==> config.mk <==
export PLATFORM = sky130hd
export DESIGN_NAME = sram_1r1w_init_flat
export DESIGN_NICKNAME = d
export VERILOG_FILES = /design/src/rtl/sram_1r1w_init_if.sv /design/src/rtl/sram_1r1w_init.sv /design/src/flat_wrapper.sv
export SDC_FILE = /design/constraint.sdc
export NUM_CORES = 1
export LEC_CHECK = 0
export ABC_AREA = 1
export BUFFER_PORTS_ARGS = -buffer_cell sky130_fd_sc_hd__buf_2
export CORE_MARGIN = 3
export CORE_UTILIZATION = 43
export CTS_BUF_LIST = sky130_fd_sc_hd__clkbuf_2 sky130_fd_sc_hd__clkbuf_4 sky130_fd_sc_hd__clkbuf_8
export CTS_CLUSTER_DIAMETER = 80
export DETAILED_ROUTE_END_ITERATION = 16
export HOLD_SLACK_MARGIN = 0.08
export PLACE_DENSITY = 0.6
export SLEW_MARGIN = 10
export SYNTH_ARGS = -nofsm -noshare
export SYNTH_HDL_FRONTEND = slang
export SYNTH_SLANG_ARGS = --single-unit
==> constraint.sdc <==
create_clock -name clock -period 7 [get_ports clock]
set_input_delay 0.7 -clock clock [delete_from_list [all_inputs] [get_ports clock]]
set_output_delay 0.7 -clock clock [all_outputs]
set_load 0.01 [all_outputs]
==> src/rtl/sram_1r1w_init_if.sv <==
// Read/write port bundle for sram_1r1w_init.
// The master drives requests; the slave (the array) returns data and ready.
interface sram_1r1w_init_if #(
  parameter int ADDR_W   = 9,
  parameter int WIDTH    = 2,
  parameter int MASK_SEG = 1
);
  logic [ADDR_W-1:0]   R0_addr;
  logic                R0_en;
  logic [WIDTH-1:0]    R0_data;
  logic [ADDR_W-1:0]   W0_addr;
  logic                W0_en;
  logic [WIDTH-1:0]    W0_data;
  logic [MASK_SEG-1:0] W0_mask;
  logic                ready;

  modport master (
    output R0_addr, R0_en, W0_addr, W0_en, W0_data, W0_mask,
    input  R0_data, ready
  );

  modport slave (
    input  R0_addr, R0_en, W0_addr, W0_en, W0_data, W0_mask,
    output R0_data, ready
  );
endinterface

==> src/rtl/sram_1r1w_init.sv <==
// 1R1W masked SRAM with post-reset init sweep,
// per-lane write-first bypass and held read data.
module sram_1r1w_init #(
  parameter int              DEPTH     = 512,
  parameter int              WIDTH     = 2,
  parameter int              MASK_GRAN = 2,
  parameter int              MASK_SEG  = WIDTH / MASK_GRAN,
  parameter int              ADDR_W    = $clog2(DEPTH),
  parameter logic [WIDTH-1:0] INIT_VAL = '0
) (
  input logic              clock,
  input logic              reset,
  sram_1r1w_init_if.slave  bus
);

  typedef enum logic {
    S_INIT,
    S_READY
  } state_t;

  localparam logic [ADDR_W:0]   DEPTH_L = DEPTH[ADDR_W:0];
  localparam logic [ADDR_W-1:0] LAST    = ADDR_W'(DEPTH - 1);

  logic [WIDTH-1:0] mem [DEPTH];

  state_t              state_q, state_d;
  logic [ADDR_W-1:0]   init_cnt_q, init_cnt_d;
  logic [WIDTH-1:0]    rdata_q, rdata_d;

  logic                we;
  logic [ADDR_W-1:0]   waddr;
  logic [WIDTH-1:0]    wdata;
  logic [MASK_SEG-1:0] wmask;
  logic                wr_ok, rd_ok, hit;
  logic [WIDTH-1:0]    rd_word;

  assign wr_ok = {1'b0, bus.W0_addr} < DEPTH_L;
  assign rd_ok = {1'b0, bus.R0_addr} < DEPTH_L;
  assign hit   = bus.W0_en && wr_ok && (bus.W0_addr == bus.R0_addr);

  // Read word with same-cycle write merged in lane by lane
  always_comb begin
    rd_word = '0;
    if (rd_ok) begin
      rd_word = mem[bus.R0_addr];
      for (int i = 0; i < MASK_SEG; i++) begin
        if (hit && bus.W0_mask[i]) begin
          rd_word[i*MASK_GRAN +: MASK_GRAN] =
            bus.W0_data[i*MASK_GRAN +: MASK_GRAN];
        end
      end
    end
  end

  // Next state, sweep counter, write port mux and read register
  always_comb begin
    state_d    = state_q;
    init_cnt_d = init_cnt_q;
    rdata_d    = rdata_q;
    we         = 1'b0;
    waddr      = init_cnt_q;
    wdata      = INIT_VAL;
    wmask      = '1;
    unique case (state_q)
      S_INIT: begin
        we = 1'b1;
        if (init_cnt_q == LAST) begin
          state_d    = S_READY;
          init_cnt_d = '0;
        end else begin
          init_cnt_d = init_cnt_q + 1'b1;
        end
      end
      S_READY: begin
        we    = bus.W0_en && wr_ok;
        waddr = bus.W0_addr;
        wdata = bus.W0_data;
        wmask = bus.W0_mask;
        if (bus.R0_en) rdata_d = rd_word;
      end
      default: state_d = S_INIT;
    endcase
  end

  // Control and read-data registers
  always_ff @(posedge clock or posedge reset) begin
    if (reset) begin
      state_q    <= S_INIT;
      init_cnt_q <= '0;
      rdata_q    <= '0;
    end else begin
      state_q    <= state_d;
      init_cnt_q <= init_cnt_d;
      rdata_q    <= rdata_d;
    end
  end

  // Storage array: lane-masked write, contents survive reset
  always_ff @(posedge clock) begin
    if (we && !reset) begin
      for (int i = 0; i < MASK_SEG; i++) begin
        if (wmask[i]) begin
          mem[waddr][i*MASK_GRAN +: MASK_GRAN] <=
            wdata[i*MASK_GRAN +: MASK_GRAN];
        end
      end
    end
  end

  assign bus.R0_data = rdata_q;
  assign bus.ready   = (state_q == S_READY);

endmodule
==> src/flat_wrapper.sv <==
// flat-port wrapper written by rule: the top's interface ports become plain ports
module sram_1r1w_init_flat 
#(
  parameter int              DEPTH     = 512,
  parameter int              WIDTH     = 2,
  parameter int              MASK_GRAN = 2,
  parameter int              MASK_SEG  = WIDTH / MASK_GRAN,
  parameter int              ADDR_W    = $clog2(DEPTH),
  parameter logic [WIDTH-1:0] INIT_VAL = '0
)
  (clock, reset, bus_R0_addr, bus_R0_en, bus_W0_addr, bus_W0_en, bus_W0_data, bus_W0_mask, bus_R0_data, bus_ready);
  sram_1r1w_init_if #(.ADDR_W(ADDR_W), .WIDTH(WIDTH), .MASK_SEG(MASK_SEG)) bus_i ();
  input logic clock;
  input logic reset;
  input wire logic [$bits(bus_i.R0_addr)-1:0] bus_R0_addr;
  input wire logic [$bits(bus_i.R0_en)-1:0] bus_R0_en;
  input wire logic [$bits(bus_i.W0_addr)-1:0] bus_W0_addr;
  input wire logic [$bits(bus_i.W0_en)-1:0] bus_W0_en;
  input wire logic [$bits(bus_i.W0_data)-1:0] bus_W0_data;
  input wire logic [$bits(bus_i.W0_mask)-1:0] bus_W0_mask;
  output wire logic [$bits(bus_i.R0_data)-1:0] bus_R0_data;
  output wire logic [$bits(bus_i.ready)-1:0] bus_ready;
  assign bus_i.R0_addr = bus_R0_addr;
  assign bus_i.R0_en = bus_R0_en;
  assign bus_i.W0_addr = bus_W0_addr;
  assign bus_i.W0_en = bus_W0_en;
  assign bus_i.W0_data = bus_W0_data;
  assign bus_i.W0_mask = bus_W0_mask;
  assign bus_R0_data = bus_i.R0_data;
  assign bus_ready = bus_i.ready;
  sram_1r1w_init #(.DEPTH(DEPTH), .WIDTH(WIDTH), .MASK_GRAN(MASK_GRAN), .MASK_SEG(MASK_SEG), .ADDR_W(ADDR_W), .INIT_VAL(INIT_VAL)) u_core (.clock(clock), .reset(reset), .bus(bus_i));
endmodule
# Word level (Yosys, flattened, before mapping)
# Memories as Yosys holds them, arrays and structs flattened.
# Index checks and enable logic that the tools add are counted.
[op_classes] add_sub_neg=1 eq_ne=2 muxes=11 bitwise=1 reduce_logical=5
[op_table] operator="2-to-1 mux 9 bit" count=2
[op_table] operator="adder 9 x 1 -> 9 bit (second input constant)" count=1
[op_table] operator="equality test 9 bit" count=1
[op_table] operator="equality test 9 bit (second input constant)" count=1
[op_table] operator="2-to-1 mux 1 bit" count=6
[op_table] operator="2-to-1 mux 2 bit" count=2
[op_table] operator="logical AND 1 bit" count=3
[op_table] operator="one-hot mux 1 bit (2 select lines)" count=1
[op_table] operator="AND reduction 2 bit" count=1
[op_table] operator="zero test 1 bit" count=1
[op_table] operator="NOT 1 bit" count=1
[totals] regBits=12 mem_bits_rw=1024 output_inout_bits=3 n_memories=1
[memory_table] name="u_core.mem" words=512 width=2 read_ports=1 rd_ports_with_merged_regs=0 write_ports=1 line_no="sram_1r1w_init.sv:24" rtl="logic [WIDTH-1:0] mem [DEPTH];"

# Depth between registers and ports, before layout
# Gate-level depths: netlist (run 1).
[logic_depth] depth_word=5 ltp_mapped=18 depth_no_buf=15

# Least setup slack after synthesis (run 1)
# OpenSTA, ideal clock, no wires.
[synth_path] path_type="register -> register" startpoint="reg u_core.state_q (netlist: u_core.bus.ready)" endpoint="mem u_core.mem[0][0] (data pin)" setup_time_ns=1.348 arrival_ns=6.290 required_ns=5.652 path_slack_ns=-0.638 path_stages_with_launch=5 path_buffers=2 period_less_slack_ns=7.638 cell_sequence="dfrtp_1 > buf_2 > buf_2 > nand2_1 > inv_1"
[synth_between] elab_chain_len=1
[synth_rtl] item="from (decl)" line_no="sram_1r1w_init.sv:26" rtl="state_t state_q, state_d;"
[synth_rtl] item="from (signal assigned)" line_no="sram_1r1w_init.sv:92" rtl="state_q <= state_d;"
[synth_rtl] item="2-to-1 mux 2 bit" line_no="sram_1r1w_init.sv:64" rtl="unique case (state_q)"
[synth_rtl] item="named net u_core.wdata[0]" line_no="sram_1r1w_init.sv:32" rtl="logic [WIDTH-1:0] wdata;"
[synth_rtl] item="to (decl)" line_no="sram_1r1w_init.sv:24"
# The timed path passes the listed nets, and every way through them passes these cells.

# Worst setup path after layout (run 1)
[layout_path] startpoint="in reset" endpoint="mem u_core.mem[179][0] (enable)"
[layout_between] elab_chain_len=4
[layout_rtl] item="from (decl)" line_no="flat_wrapper.sv:14" rtl="input logic reset;"
[layout_rtl] item="zero test 1 bit (no line)"
[layout_rtl] item="logical AND 1 bit" line_no="sram_1r1w_init.sv:100" rtl="if (we && !reset) begin"
[layout_rtl] item="2-to-1 mux 1 bit" line_no="sram_1r1w_init.sv:100"
[layout_rtl] item="2-to-1 mux 1 bit (not written as such)" line_no="sram_1r1w_init.sv:103" rtl="mem[waddr][i*MASK_GRAN +: MASK_GRAN] <="
# Every way passes these cells.

==> results.md, run 1 <==
* Status: finished clean
* First-pass GRT wire length at 180 mm
* Post-synth cell types at 30
* Longest Clk Path Bufs at 3
* Max-Cap Viols at 0
* Final setup viols at 0
* Hold WC Path Type: input port to register
* Leakage at 15.9 nW
* Via count at 30800
* GPL Wtd Cong at 0.791
* Reg clk slew, reported paths at 0.06 ns
* Critical path class: input port to register
* CP arrival at 4.29 ns
* Actual slew at the worst max-slew pin at 1.44 ns
* # clock sinks at 1036
* FF-to-FF setup slack at 3.32 ns
* # IOs at 28
* Vias per cell at 5.55
* Initial antenna violation count at 1
* Total GRT Usage at 22.1%
* RSZ-0062 raised after global routing: false
* Initial Utilization at 43.5%
* CTS buffer count at 167
* H-tree levels at 4
* Maximum VDD drop at 0.000163 V
* F_max at 0.262 GHz
* DR DRC count at 0
* Yosys top cell area share at 69.1%
* Clock Skew at 0.0322 ns
* Total wire length at 120 mm
* Final period util at 54.5%
* Crit-path max FO at 21
* Core area at 102000 sq um
* Syn Std Cell Area at 44500 sq um
* DR iter-0 viols at 3029
* TritonCTS clock tree: built
* Slew Viols, Final at 0
* Crit path launch type: input port
* R2r startpoint: u_core.bus.ready$_DFF_PP0_
* Largest net degree at the start of global routing at 257
* Share of layout cells above drive strength 1 at 8.32%
* #FFs+latches synth at 1036
* Fin. Hold Viols at 0
* Seq/Total Area, Yosys at 69.8%
* Final nets at 4070
* Worst-Skew Late Latency at 0.81 ns
* RR Endpoint: u_core.mem[437][1]$_DFFE_PP_
* Syn. warnings at 0
* Largest area contributor in the netlist: edfxtp_1
* Final HPWL DP at 60.4 mm
* Global route overflow at 0
* Syn Area/Cell at 10.8 sq um
* Final TNS setup at 0 ns
* Root buffer cell: clkbuf_8
* Max-slew headroom at 4.27%
* Post-CTS setup buffer count at 0
* Standard-cell rows at 117
* Final antenna-violating net count at 0
* Required @ worst endpoint at 7.47 ns
* Critical path endpoint category: register
* Largest cells by area after synthesis: edfxtp_1, nand3_1, nand2_1
* Setup crit end: u_core.mem[179][0]$_DFFE_PP_
* Die area at 107000 sq um
* Cells after synthesis at 4109
* DRT Pass-1 Iters at 6
* Power density cells at 254 nW/um^2
* P&R area growth vs syn at 8.60%
* Vias in the first global route at 29900
* Crit. Startpoint: reset
* Most frequent cells in the layout: nand2_1, edfxtp_1, nand3_1
* Worst r2r path cells at 7
* Die height at 328 um
* Tmin final at 3.82 ns
* Chip Width at 328 um
* Syn nets at 4136
* Most common cell after layout, fill and taps aside: nand2_1
* Final core occ at 47.3%
* Routed WL per cell at 21.7 um
* Port bufs at 27
## flip-flops by register name, indices dropped and copies added, names as in the netlist
signal,count
u_core.mem,1024
u_core.bus.ready,1
u_core.init_cnt_q,9
u_core.bus.R0_data,2
## repair_timing
action | 4_1_cts | 5_1_grt
endpoints found under the hold margin | 12 | 0
hold buffers | 1 | 0
gates resized for setup | 0 | 0
## routing by layer
layer  share of wire, %  GRT usage [%]  vias up
li1                   -              -    14200
met1                 42           29.3    15200
met2                 48           37.1     1205
met3                7.3           3.26      226
met4                3.1           8.16        0
met5                  0              0        -
## layout make-up
type                       instances  area (sq um)
antenna                            1          2.50
multi-input combinational       2734         11700
sequential                      1036         31000
tap                             1368          1710
timing repair buffer              70           589
clock buffer                     225          2760
fill                            9618         53900
clock inverter                    70           347
inverter                          34           165
## power by group
group | internal [mW] | total [mW] | switching [mW]
sequential | 6.71 | 6.71 | 0
combinational | 0.183 | 0.640 | 0.457
clock | 2.56 | 4.93 | 2.37
## worst min-delay path by stage
stage                                           startpoint                                end  slack, ns  cells past startpoint
final                                            bus_R0_en  u_core.bus.R0_data[0]$_DFFE_PP0P_       0.39                      4
after detailed placement  u_core.init_cnt_q[8]$_DFFE_PP0N_   u_core.init_cnt_q[8]$_DFFE_PP0N_       0.54                      2
after CTS                                        bus_R0_en  u_core.bus.R0_data[0]$_DFFE_PP0P_       0.33                      4
after global placement    u_core.init_cnt_q[8]$_DFFE_PP0N_   u_core.init_cnt_q[8]$_DFFE_PP0N_       0.51                      2
after global routing                             bus_R0_en  u_core.bus.R0_data[1]$_DFFE_PP0P_       0.35                      3
after floorplan           u_core.init_cnt_q[8]$_DFFE_PP0N_   u_core.init_cnt_q[8]$_DFFE_PP0N_       0.48                      2
## critical path, cell delays in order
cell and delay (ns):
dlygate4sd3_1 0.53, buf_2 0.12, inv_1 0.50, o21ai_0 0.46, nor3_1 0.64, nand2_2 0.56, buf_4 0.49, nor2_1 0.25
## kinds of logic (layout without fill, tap and decap cells)
group                      after synthesis  in the layout  share of synthesized area [%]
AOI/OAI and AO/OA                       28             28                          0.352
xor gates and xnor gates                 5              5                         0.0984
adders and majority gates                2              2                         0.0562
buffers and inverters                  339            399                           4.02
DFF                                   1036           1036                           69.8
other                                    0              1                              0
and+or+nand+nor                       2699           2699                           25.7
## stage by stage
stage / instance area [sq um] / hold slack, ns / std cells / power (mW) / setup WS (ns)
floorplan: 44500 / 0.479 / 4109 / 7.30 / 1.65
global placement: 45200 / 0.510 / 5241 / 7.47 / 2.82
detailed placement: 45200 / 0.541 / 5241 / 7.47 / 2.81
CTS: 48300 / 0.327 / 5537 / 12.4 / 3.24
global route: 48300 / 0.354 / 5538 / 12.7 / 3.10
finish: 48300 / 0.386 / 5538 / 12.3 / 3.18
## cell usage after synthesis (all sizes together)
master,instances
nor4,2
nand2,1148
dfrtp,12
or2,2
nor3,8
o22ai,5
clkinv,1
nand3,1000
xor2,5
edfxtp,1024
nand4,1
o21bai,1
buf,282
nor3b,1
a41oi,1
nor2,537
o21ai,12
inv,33
a21oi,9
clkbuf,23
ha,2
(Power assumes the default switching activity.)
==> inputs of run 2 (changes only) <==
- PLACE_DENSITY: 0.6 -> 0.58
- clock period: 7 -> 3.85 ns (I/O delays scaled with it)
==> results.md, run 2 (synthesis gave the netlist of run 1 again) <==
* Status: finished clean
* Core area at 102000 sq um (unchanged)
* Die area at 107000 sq um (unchanged)
* Crit-path max FO at 27 (+29%)
* Max incr delay on CP at 0.95 ns (+0.31 ns)
* Initial antenna violation count at 2 (+1)
* RSZ-0062 raised after global routing: false
* Design area at 49000 sq um (+1.4%)
* Routed WL per cell at 21.2 um (-2.1%)
* Largest net degree at the start of global routing at 217 (-16%)
* Actual slew at the worst max-slew pin at 1.34 ns (-0.0939 ns)
* DR iter-0 viols at 2780 (-8.2%)
* Net switching power at 5.11 mW (+81%)
* Worst-Skew Late Latency at 0.82 ns (about the same)
* Cell family with most CP delay: simple AND/OR/NAND/NOR gates
* Most common cell after layout, fill and taps aside: nand2_1
* Worst setup margin at 0.255 ns (-2.93 ns)
* Internal power at 17.3 mW (+83%)
* Tmin final at 3.60 ns
* Placed cell count at 5293 (+0.99%)
* Share of layout cells above drive strength 1 at 9.60% (+1.3 points)
* CP bufs+invs at 2 (-2)
* GPL Wtd Cong at 0.853 (+7.9%)
* Levels on crit path at 7 (-1)
* Initial Utilization at 43.5% (unchanged)
* Final std cells w/o fill at 5588 (+0.90%)
* F_max at 0.278 GHz
* Fin. Hold Viols at 0 (unchanged)
* Hold buffer count at CTS at 6 (+5)
* Root buffer cell: clkbuf_8
* Final nets at 4130 (+1.5%)
* Final setup viols at 0 (unchanged)
* Clk pwr share at 40.1% (about the same)
* DRT Pass-1 Iters at 6 (unchanged)
* Clock Skew at 0.0322 ns (+0.0000158 ns)
* Vias per cell at 5.46 (-1.7%)
* Post-cts resize count at 0 (unchanged)
* First-pass GRT wire length at 178 mm (-1.0%)
* Port bufs at 27 (unchanged)
* Max reg flops at 1024 (unchanged)
* Hold path startpoint: bus_W0_data[1]
* Total GRT Usage at 22.0% (-0.13 points)
* Worst r2r path cells at 7 (unchanged)
* Power density cells at 457 nW/um^2 (+80%)
* Crit. Startpoint: u_core.bus.ready$_DFF_PP0_
* Power share of the sequential group at 54.6% (about the same)
* # IOs at 28 (unchanged)
* Final core occ at 47.9% (+0.64 points)
* Chip Width at 328 um (unchanged)
* Total wire length at 119 mm (-1.3%)
* TritonCTS clock tree: built
* H-tree levels at 4 (unchanged)
* CP cell instances: inv_2, or2_1, o21ai_2, inv_2, nor2_1, nand2_1, nor2_1
* Required @ worst endpoint at 4.35 ns (-3.12 ns)
* R2r startpoint: u_core.bus.ready$_DFF_PP0_
* Global route overflow at 0 (unchanged)
* Hold_ws at 0.243 ns (-0.144 ns)
* Post-CTS setup buffer count at 0 (unchanged)
* Most frequent cells in the layout: nand2_1, edfxtp_1, nand3_1
* Final antenna-violating net count at 0 (unchanged)
* Max-Cap Viols at 0 (unchanged)
* Die height at 328 um (unchanged)
* Top reg by flops: u_core.mem
* Final TNS setup at 0 ns (unchanged)
* Total Power at 22.4 mW (+82%)
* Leakage at 16.3 nW (+2.2%)
* Max-slew headroom at 10.5% (+6.3 points)
* Crit path launch type: register
* Place WS at 0.329 ns (-2.48 ns)
* DR DRC count at 0 (unchanged)
* Via count at 30500 (-0.81%)
* Final period util at 93.4%
* P&R area growth vs syn at 10.1%
* # clock sinks at 1036 (unchanged)
* Hold WC Path Type: input port to register
* Critical path class: register to register
* Post-DP Area at 45800 sq um (+1.4%)
* CP arrival at 4.10 ns (-0.19 ns)
* Final HPWL DP at 60.9 mm (+0.80%)
* Vias in the first global route at 30400 (+1.4%)
* Hold path cells at 3 (-1)
* Critical-path top delay cell: dfrtp_1
* Standard-cell rows at 117 (unchanged)
* Slew Viols, Final at 0 (unchanged)
* Critical path endpoint category: register
* Fraction of power spent switching nets at 22.9% (-0.18 points)
* CTS buffer count at 170 (+1.8%)
* Longest Clk Path Bufs at 3 (unchanged)
* Comb pwr share at 5.3% (about the same)
* Maximum VDD drop at 0.000223 V (+37%)
* Reg clk slew, reported paths at 0.06 ns (about the same)
==> run 2: cell count changes in the layout (fill, tap and decap cells not counted), sizes merged <==
cell,previous run,this run
clkbuf,225,230
dlygate4sd3,1,6
clkinv,60,47
buf,69,121
clkinvlp,6,7
==> run 2: power by group through the flow <==
stage	combinational, mW	clock [mW]	sequential [mW]
final	1.19	8.97	12.2
after global routing	1.32	9.66	12.2
after CTS	1.19	9.13	12.2
after detailed placement	1.19	0	12.4
after global placement	1.17	0	12.4
after floorplan	0.841	0	12.4
==> run 2: final timing paths <==
| check | slack [ns] | end |
|---|---|---|
| worst max-delay path | 0.25 | u_core.mem[307][0]$_DFFE_PP_ |
| worst max register to register | 0.25 | u_core.mem[307][0]$_DFFE_PP_ |
| worst min register to register | 0.52 | u_core.bus.R0_data[0]$_DFFE_PP0P_ |
| max in group asynchronous | 2.99 | u_core.init_cnt_q[6]$_DFFE_PP0N_ |
| min in group asynchronous | 0.67 | u_core.bus.R0_data[1]$_DFFE_PP0P_ |
| worst min-delay path | 0.24 | u_core.mem[488][1]$_DFFE_PP_ |
==> run 2: cell type report <==
type                       instances  area (sq um)
fill                            9544         53200
sequential                      1036         31000
multi-input combinational       2734         11700
clock buffer                     230          2800
tap                             1368          1710
timing repair buffer             127          1240
clock inverter                    58           294
inverter                          34           165
antenna                            1          2.50
==> run 2: per-layer routing <==
layer / vias to the layer above / part of all wire (%) / track usage (%)
met5: - / 0 / 0
met4: 0 / 2.5 / 7.17
met3: 201 / 7.0 / 3.45
met2: 1032 / 49 / 37.3
met1: 15000 / 42 / 29.0
li1: 14300 / - / -
==> run 2: tightest hold or removal path: stages <==
cell,delay (ns)
buf_2,0.12
nand2_4,0.06
clkinvlp_4,0.29
